**src/rtl/flash_audio_pkg.sv**
```systemverilog
// Shared types and default region constants for the flash audio address controller.
package flash_audio_pkg;

    typedef enum logic [1:0] {
        ST_STOP  = 2'd0,
        ST_PLAY  = 2'd1,
        ST_PAUSE = 2'd2,
        ST_DONE  = 2'd3
    } transport_state_t;

    localparam int          ADDR_W_DEF     = 23;
    localparam logic [22:0] START_ADDR_DEF = 23'h000000;
    localparam logic [22:0] END_ADDR_DEF   = 23'h07FFFF;

endpackage

```
**src/rtl/flash_audio_address_ctrl_updown_bound_counter.sv**
```systemverilog
// Combinational +/-1 step with bound detection; a crossing yields the opposite bound
// as next, and the owner decides whether to take it (wrap) or hold.
module updown_bound_counter #(
    parameter int                ADDR_W     = 23,
    parameter logic [ADDR_W-1:0] START_ADDR = '0,
    parameter logic [ADDR_W-1:0] END_ADDR   = '1
) (
    input  logic [ADDR_W-1:0] cur,
    input  logic              up,
    input  logic              dn,
    output logic [ADDR_W-1:0] next,
    output logic              at_bound
);

    logic cross_up;
    logic cross_dn;

    assign cross_up = up && (cur == END_ADDR);
    assign cross_dn = dn && (cur == START_ADDR);
    assign at_bound = cross_up || cross_dn;

    // The bound +/- 1 value is never produced: crossings map straight to the opposite bound.
    always_comb begin
        next = cur;
        if (cross_up)      next = START_ADDR;
        else if (cross_dn) next = END_ADDR;
        else if (up)       next = cur + 1'b1;
        else if (dn)       next = cur - 1'b1;
    end

endmodule

```
**src/rtl/flash_audio_address_ctrl.sv**
```systemverilog
// Playback transport FSM and flash word address register.
// Define FLASH_AUDIO_LOOP_EN to wrap at region bounds instead of stopping in DONE.
module flash_audio_address_ctrl
    import flash_audio_pkg::*;
#(
    parameter int                ADDR_W     = ADDR_W_DEF,
    parameter logic [ADDR_W-1:0] START_ADDR = ADDR_W'(START_ADDR_DEF),
    parameter logic [ADDR_W-1:0] END_ADDR   = ADDR_W'(END_ADDR_DEF)
) (
    input  logic              clk,
    input  logic              rst,
    input  logic              address_inc,
    input  logic              address_dec,
    input  logic              address_rst,
    input  logic              cmd_play,
    input  logic              cmd_pause,
    input  logic              cmd_restart,
    input  logic              dir_reverse,
    output logic [ADDR_W-1:0] flsh_address,
    output logic              playing,
    output logic              wrapped,
    output logic              done,
    output transport_state_t  state
);

`ifdef FLASH_AUDIO_LOOP_EN
    localparam bit LOOP_EN = 1'b1;
`else
    localparam bit LOOP_EN = 1'b0;
`endif

    logic              fwd;
    logic              up;
    logic              dn;
    logic              at_bound;
    logic [ADDR_W-1:0] next;
    logic [ADDR_W-1:0] start_pos;

    // Requests are relative to the playback direction; inc and dec together cancel.
    assign fwd       = !dir_reverse;
    assign start_pos = fwd ? START_ADDR : END_ADDR;
    assign up        = (address_inc ^ address_dec) && (address_inc ? fwd : !fwd);
    assign dn        = (address_inc ^ address_dec) && (address_inc ? !fwd : fwd);

    updown_bound_counter #(
        .ADDR_W     (ADDR_W),
        .START_ADDR (START_ADDR),
        .END_ADDR   (END_ADDR)
    ) u_counter (
        .cur      (flsh_address),
        .up       (up),
        .dn       (dn),
        .next     (next),
        .at_bound (at_bound)
    );

    always_ff @(posedge clk) begin
        if (!rst) begin
            state        <= ST_STOP;
            flsh_address <= START_ADDR;
            wrapped      <= 1'b0;
        end else begin
            wrapped <= 1'b0;
            if (cmd_restart) begin
                state        <= ST_PLAY;
                flsh_address <= start_pos;
            end else begin
                case (state)
                    ST_STOP: begin
                        if (!cmd_pause && cmd_play) state <= ST_PLAY;
                    end
                    ST_PLAY: begin
                        if (address_rst) begin
                            flsh_address <= start_pos;
                        end else if (at_bound) begin
                            wrapped <= 1'b1;
                            if (LOOP_EN) flsh_address <= next;
                        end else begin
                            flsh_address <= next;
                        end
                        if (cmd_pause)
                            state <= ST_PAUSE;
                        else if (!address_rst && at_bound && !LOOP_EN)
                            state <= ST_DONE;
                    end
                    ST_PAUSE: begin
                        if (address_rst) flsh_address <= start_pos;
                        if (!cmd_pause && cmd_play) state <= ST_PLAY;
                    end
                    ST_DONE: begin
                        if (!cmd_pause && cmd_play) begin
                            state        <= ST_PLAY;
                            flsh_address <= start_pos;
                        end else if (address_rst) begin
                            flsh_address <= start_pos;
                        end
                    end
                    default: state <= ST_STOP;
                endcase
            end
        end
    end

    assign playing = (state == ST_PLAY);
    assign done    = (state == ST_DONE);

endmodule

```
**config.mk**
```make
export PLATFORM = sky130hd
export DESIGN_NAME = flash_audio_address_ctrl
export DESIGN_NICKNAME = d
export VERILOG_FILES = /design/src/rtl/flash_audio_pkg.sv /design/src/rtl/flash_audio_address_ctrl_updown_bound_counter.sv /design/src/rtl/flash_audio_address_ctrl.sv
export SDC_FILE = /design/constraint.sdc
export NUM_CORES = 1
export LEC_CHECK = 0
export BUFFER_PORTS_ARGS = -buffer_cell sky130_fd_sc_hd__buf_2
export CAP_MARGIN = 25
export CORE_ASPECT_RATIO = 1.2
export CORE_UTILIZATION = 60
export DETAILED_ROUTE_END_ITERATION = 10
export PLACE_DENSITY = 0.85
export SLEW_MARGIN = 20
export SYNTH_ARGS = -nofsm -noshare
export SYNTH_HDL_FRONTEND = slang
export SYNTH_SLANG_ARGS = --single-unit
```
**constraint.sdc**
```tcl
create_clock -name clk -period 5.6 [get_ports clk]
set_input_delay 0.56 -clock clk [delete_from_list [all_inputs] [get_ports clk]]
set_output_delay 0.56 -clock clk [all_outputs]
set_load 0.05 [all_outputs]
```
==> results.py, run 1 <==
metrics = {
    "global_route": {
        "grt_pass1_vias": 2890,
        "overflow": 0,
        "busiest_layer": "met2",
        "track_usage_pct": 33.93,
        "antenna_found_initial": 0,
        "grt_util_met1_pct": 41.17,
        "use_met2_pct": 59.90,
        "gr-usage-met3_pct": 2.471,
        "grt_max_degree": 24,
        "grt_pass1_wl_um": 13460,
    },
    "logic_synthesis": {
        "yosys_register_bits": 26,
        "synth_nets": 424,
        "synth-edff-count": 0,
        "netlist_top_cells_area": "dfxtp_1, a21oi_1, ha_1",
        "synth_area_um2": 2889,
        "yosysWarnings": 0,
        "postSynthCellCount": 393,
        "synth_top_area_share_pct": 18.02,
        "ys.flop_type": "dfxtp_1",
        "synthArstFlopShare_pct": 0,
        "seq_area_frac_synth_pct": 18.02,
        "netlist-cell-type-count": 65,
        "syn_area_per_cell_um2": 7.351,
        "yosysTopAreaCell": "dfxtp_1",
    },
    "clock_tree": {
        "cts_setup_buffers": 0,
        "cts_max_path_buffers": 2,
        "cts_tree": "yes",
        "root_buffer": "clkbuf_8",
        "cts_buffers": 3,
        "holdBufCountCts": 0,
        "clk_pin_slew_ns": 0.10,
        "clk-insertion-delay-late_ns": 0.28,
        "htree_levels": 1,
        "cts_resized": 0,
        "clock-sinks": 26,
    },
    "route": {
        "drtIter0Drc": 377,
        "vias_per_cell": 6.826,
        "num_vias": 3256,
        "drc_errors": 0,
        "firstDrtPassIters": 5,
        "wl_per_cell_um": 18.03,
        "ant_nets": 0,
        "drt_wl_total_um": 8600,
    },
    "place": {
        "port_buffers": 36,
        "dp_hpwl_um": 6434,
        "place_congestion": 0.9469,
    },
    "timing": {
        "holdWs_ns": 0.5033,
        "hold_viol_final": 0,
        "period_share_pct": 63.93,
        "slew_viol_final": 0,
        "finalCriticalPeriod_ns": 3.580,
        "setup_viol": 0,
        "finClkSkew_ns": 0.002324,
        "maxSlewHeadroom_pct": 50.09,
        "fmax_ghz": 0.2793,
        "worst_pin_slew_ns": 0.7458,
        "fin_setup_tns_ns": 0,
        "rsz0062_at_grt": "no",
    },
    "setup_path": {
        "critPathKind": "input pin to flip-flop",
        "r2r-start": "flsh_address[0]",
        "r2r_cells": 10,
        "path_max_fanout": 23,
        "arrival_ns": 3.76,
        "crit_required_ns": 5.78,
        "startpoint_type": "input pin",
        "rrSetupSlack_ns": 2.47,
        "reg2reg_to": "flsh_address[22]",
        "startpoint": "dir_reverse",
        "crit_path_end_kind": "flip-flop",
    },
    "final_layout": {
        "area_growth_pct": 9.138,
        "fin_nets": 451,
        "drive_gt1_share_pct": 15.51,
        "insertedDiodeCount": 0,
    },
    "power": {
        "ir_drop_v": 0.0001828,
        "p_leak_uw": 0.001415,
        "powerDensity_nw_per_um2": 272.5,
    },
    "hold_path": {
        "hold_class": "flip-flop to flip-flop",
        "min_delay_worst_endpoint": "flsh_address[19]",
        "min_path_cells": 2,
        "hp-start": "flsh_address[19]",
    },
    "die": {
        "core-area_um2": 4594,
        "die_h_um": 78.02,
        "start_util_pct": 62.88,
        "rows": 27,
        "die_area_um2": 5098,
        "io_pins": 37,
        "die_width_um": 65.35,
    },
    "run": {
        "maxCapViolCount": 0,
    },
    "status": {
        "outcome": "finished clean",
    },
}
==> how the worst max path moves through the flow <==
stage,endpoint,depth (start not counted),slack (ns)
final,flsh_address[22],14,2.02
after floorplan,flsh_address[22],12,1.64
after global placement,flsh_address[22],14,1.96
after CTS,flsh_address[22],14,2.09
after global routing,flsh_address[22],14,1.87
after detailed placement,flsh_address[22],14,1.82
==> layout make-up <==
class                   count  area (µm²)
multi-input cells         341        2268
fillers                   409        1441
flip-flops and latches     26       520.5
repair buffers             38       198.9
well taps                  58       72.57
clock buffers               4       55.05
inverters                  10       37.54
==> cell usage after synthesis, drive strengths merged, types with 5 or more instances <==
cell type	count
nor4	5
o211ai	5
nor2	28
clkbuf	12
ha	21
nor3	11
xor2	8
o21ai	29
inv	9
nand4	7
dfxtp	26
a21o	12
nand2	41
o21a	6
nand3	9
a21boi	5
a21oi	58
or4	7
xnor2	8
o221a	8
and2	7
nand2b	10
and3	6
==> layout by cell type (no fill, tap or decap), types with 8 or more instances in the layout <==
cell | Yosys | routed
xnor2_1 | 8 | 8
nor3_1 | 11 | 10
dfxtp_1 | 26 | 26
inv_1 | 9 | 9
o221a_2 | 8 | 8
xor2_1 | 8 | 8
nor2_1 | 28 | 28
o21ai_0 | 25 | 25
nand3_1 | 9 | 9
a21oi_1 | 57 | 57
nand2_1 | 41 | 41
buf_2 | 3 | 36
nand2b_1 | 10 | 10
a21o_1 | 12 | 12
ha_1 | 21 | 21
==> where the power goes <==
part           internal (µW)  switching [µW]  total (µW)
registers                205            33.5         238
logic                    180             309         490
clock network           63.1            68.2         131
==> critical path: stages <==
cell and delay [ns]:
buf_2 0.14, and3b_1 0.19, nor2_1 0.09, buf_4 0.30, inv_1 0.13, fa_1 0.41, nand2b_1 0.20, a21oi_1 0.20
o211ai_1 0.18, a2111o_1 0.46, a21oi_1 0.26, nor4_1 0.09, or4_1 0.41, o41a_1 0.12
==> through the flow <==
step / instances / area [µm²] / setup WS (ns) / utilization [%] / power (µW)
final: 477 / 3153 / 2.020 / 68.63 / 859.1
after detailed placement: 473 / 3098 / 1.821 / 67.43 / 720.5
after floorplan: 393 / 2889 / 1.635 / - / 619.7
after CTS: 477 / 3153 / 2.090 / 68.63 / 847.7
after global routing: 477 / 3153 / 1.865 / 68.63 / 909.3
after global placement: 472 / 3087 / 1.959 / 67.18 / 706.1
==> layer usage <==
| layer | part of all wire (%) | routed length, µm |
|---|---|---|
| met1 | 41 | 3543 |
| met2 | 49 | 4248 |
| met3 | 5.5 | 471 |
| met4 | 3.9 | 336 |
| met5 | 0 | 0 |
==> sequential cells by signal, summed over array words and instances (netlist names) <==
register,count
flsh_address,23
state,2
wrapped,1
==> logic make-up (layout without fill, tap and decap cells) <==
group	after synthesis	in the layout	synth area share, %
buffers and inverters	26	52	3.638
XOR/XNOR	16	16	4.851
adder cells (fa/ha/maj)	22	22	9.788
multiplexers	3	3	1.039
flip-flops	26	26	18.02
AND/OR/NAND/NOR	146	146	27.50
AO/OA/AOI/OAI	154	154	35.17
No activity file was read; power rests on OpenSTA's default activity.
==> inputs of run 2 (changes only) <==
--- a/config.mk
+++ b/config.mk
@@ -8,9 +8,9 @@
 export BUFFER_PORTS_ARGS = -buffer_cell sky130_fd_sc_hd__buf_2
 export CAP_MARGIN = 25
 export CORE_ASPECT_RATIO = 1.2
-export CORE_UTILIZATION = 60
+export CORE_UTILIZATION = 53
 export DETAILED_ROUTE_END_ITERATION = 10
-export PLACE_DENSITY = 0.85
+export PLACE_DENSITY = 0.8
 export SLEW_MARGIN = 20
 export SYNTH_ARGS = -nofsm -noshare
 export SYNTH_HDL_FRONTEND = slang
==> constraint.sdc (replaced) <==
create_clock -name clk -period 3.29 [get_ports clk]
set_input_delay 0.329 -clock clk [delete_from_list [all_inputs] [get_ports clk]]
set_output_delay 0.329 -clock clk [all_outputs]
set_load 0.05 [all_outputs]
==> results.py, run 2 (synthesis results as in run 1) <==
metrics = {
    "route": {
        "ant_nets": 0,
        "drt_wl_total_um": 8731,
        "vias_per_cell": 6.630,
        "wl_per_cell_um": 17.57,
        "drtIter0Drc": 251,
        "num_vias": 3295,
        "drc_errors": 0,
        "firstDrtPassIters": 5,
    },
    "timing": {
        "setup_viol": 0,
        "slew_viol_final": 0,
        "rsz0062_at_grt": "no",
        "holdWs_ns": 0.3554,
        "finClkSkew_ns": 0.009242,
        "fmax_ghz": 0.3275,
        "period_share_pct": 92.82,
        "hold_viol_final": 0,
        "setup_ws_ns": 0.2361,
        "finalCriticalPeriod_ns": 3.054,
        "maxSlewHeadroom_pct": 47.03,
        "worst_pin_slew_ns": 0.7902,
    },
    "clock_tree": {
        "clk_pin_slew_ns": 0.10,
        "htree_levels": 1,
        "clk-insertion-delay-late_ns": 0.27,
        "cts_max_path_buffers": 2,
        "cts_tree": "yes",
        "root_buffer": "clkbuf_8",
        "cts_buffers": 3,
        "clock-sinks": 26,
    },
    "run": {
        "maxCapViolCount": 0,
    },
    "final_layout": {
        "final_common_cell": "a21oi_1",
        "layout_common_cells": "a21oi_1, nand2_1, buf_2",
        "area_growth_pct": 13.56,
        "multi_input_area_um2": 2281,
        "largest-register": "flsh_address",
        "insertedDiodeCount": 0,
        "drive_gt1_share_pct": 19.08,
        "reg_top3": "flsh_address (23), state (2), wrapped (1)",
        "fin_nets": 468,
        "seq_area_um2": 520.5,
        "n_fill_cell": 497,
        "largest_reg_flops": 23,
    },
    "global_route": {
        "overflow": 0,
        "antenna_found_initial": 0,
        "grt_pass1_wl_um": 14650,
        "grt_pass1_vias": 3109,
        "track_usage_pct": 30.63,
        "grt_max_degree": 24,
    },
    "place": {
        "pre_cts_slack_ns": -0.01627,
        "dp_hpwl_um": 6738,
        "port_buffers": 36,
        "place_congestion": 0.9431,
    },
    "setup_path": {
        "crit_required_ns": 3.46,
        "slowest_delay_ns": 0.43,
        "r2r-start": "flsh_address[0]",
        "reg2reg_to": "flsh_address[22]",
        "r2r_cells": 10,
        "startpoint_type": "input pin",
        "critPathKind": "input pin to flip-flop",
        "crit_path_end_kind": "flip-flop",
        "cp_cell_sequence": "buf_2, and3b_1, nor2_4, inv_1, fa_1, nand2b_1, a21oi_1, o211ai_1, a2111o_1, a21oi_1, nor4_1, or4_1, o41a_1",
        "path_buf_inv": 2,
        "arrival_ns": 3.22,
        "cp_slowest_cell": "a2111o_1",
        "crit_family": "compound AO/OA/AOI/OAI gates",
        "rrSetupSlack_ns": 0.29,
        "path_max_fanout": 7,
        "startpoint": "address_dec",
        "path_common_cell": "a21oi_1",
    },
    "die": {
        "die_h_um": 82.88,
        "io_pins": 37,
        "die_area_um2": 5751,
        "core-area_um2": 5261,
        "rows": 29,
        "die_width_um": 69.40,
        "start_util_pct": 54.91,
    },
    "hold_path": {
        "hp-start": "cmd_pause",
        "hold_class": "input pin to flip-flop",
        "min_path_cells": 3,
        "min_delay_worst_endpoint": "state[1]",
    },
    "power": {
        "clkPwrFrac_pct": 13.0,
        "p_leak_uw": 0.001491,
        "internal-power_uw": 768.5,
        "comb_power_share_pct": 59.6,
        "ir_drop_v": 0.0002823,
        "powerDensity_nw_per_um2": 446.8,
        "power.share.switching_pct": 47.57,
        "pwr-share-seq_pct": 27.4,
        "p_switching_uw": 697.4,
    },
    "status": {
        "outcome": "finished clean",
    },
}
-- run 2: changes by cell type in the layout (fill, tap and decap cells not counted), sizes merged --
cell    delta
clkbuf     -1
buf       +17
-- run 2: cell type report --
cell class                 count  share of cell area (%)
sequential                    26                   15.87
clock buffer                   3                   1.259
tap                           62                   2.365
multi-input combinational    341                   69.53
timing repair buffer          55                   9.840
inverter                      10                   1.144
-- run 2: worst max-delay path by stage --
stage                       end  slack, ns  cells after the start
6_report       flsh_address[22]       0.24                     13
5_1_grt        flsh_address[22]       0.01                     13
4_1_cts        flsh_address[22]       0.27                     13
3_5_place_dp   flsh_address[22]      -0.02                     13
3_3_place_gp   flsh_address[21]       0.03                     13
2_1_floorplan  flsh_address[22]       0.14                     12
-- run 2: power groups by stage --
stage	registers, µW	logic, µW	clock network [µW]
after detailed placement	408	860	0
after CTS	400	863	190
after global routing	409	957	198
after floorplan	507	549	0
final	402	874	190
after global placement	406	842	0
-- run 2: stage by stage --
stage          std cells  setup TNS, ns  total power, µW  util (%)  cell area, µm²
2_1_floorplan        393              0             1056         -            2897
3_3_place_gp         494              0             1248     61.47            3234
3_5_place_dp         494       -0.01627             1267     61.47            3234
4_1_cts              497              0             1453     62.26            3276
5_1_grt              497              0             1564     62.35            3281
6_report             497              0             1466     62.35            3281
-- run 2: worst min-delay path, delay by kind of cell --
family / cells / cell delay, ns
AOI/OAI and AO/OA: 2 / 0.17
buffers and inverters: 1 / 0.10
-- run 2: metal layers --
metal,global-route usage [%],vias to the layer above,wire [µm]
met5,0,-,0
met4,15.58,0,348
met3,1.942,31,525
met2,52.96,164,4216
met1,37.95,1520,3641
li1,-,1580,-
-- run 2: repair_timing --
action | 4_1_cts | 5_1_grt
buffers inserted | 0 | 0
hold buffers | 0 | 0
setup endpoints to repair | 0 | 1
endpoints found under the hold margin | 0 | 0
gates resized for setup | 0 | 1
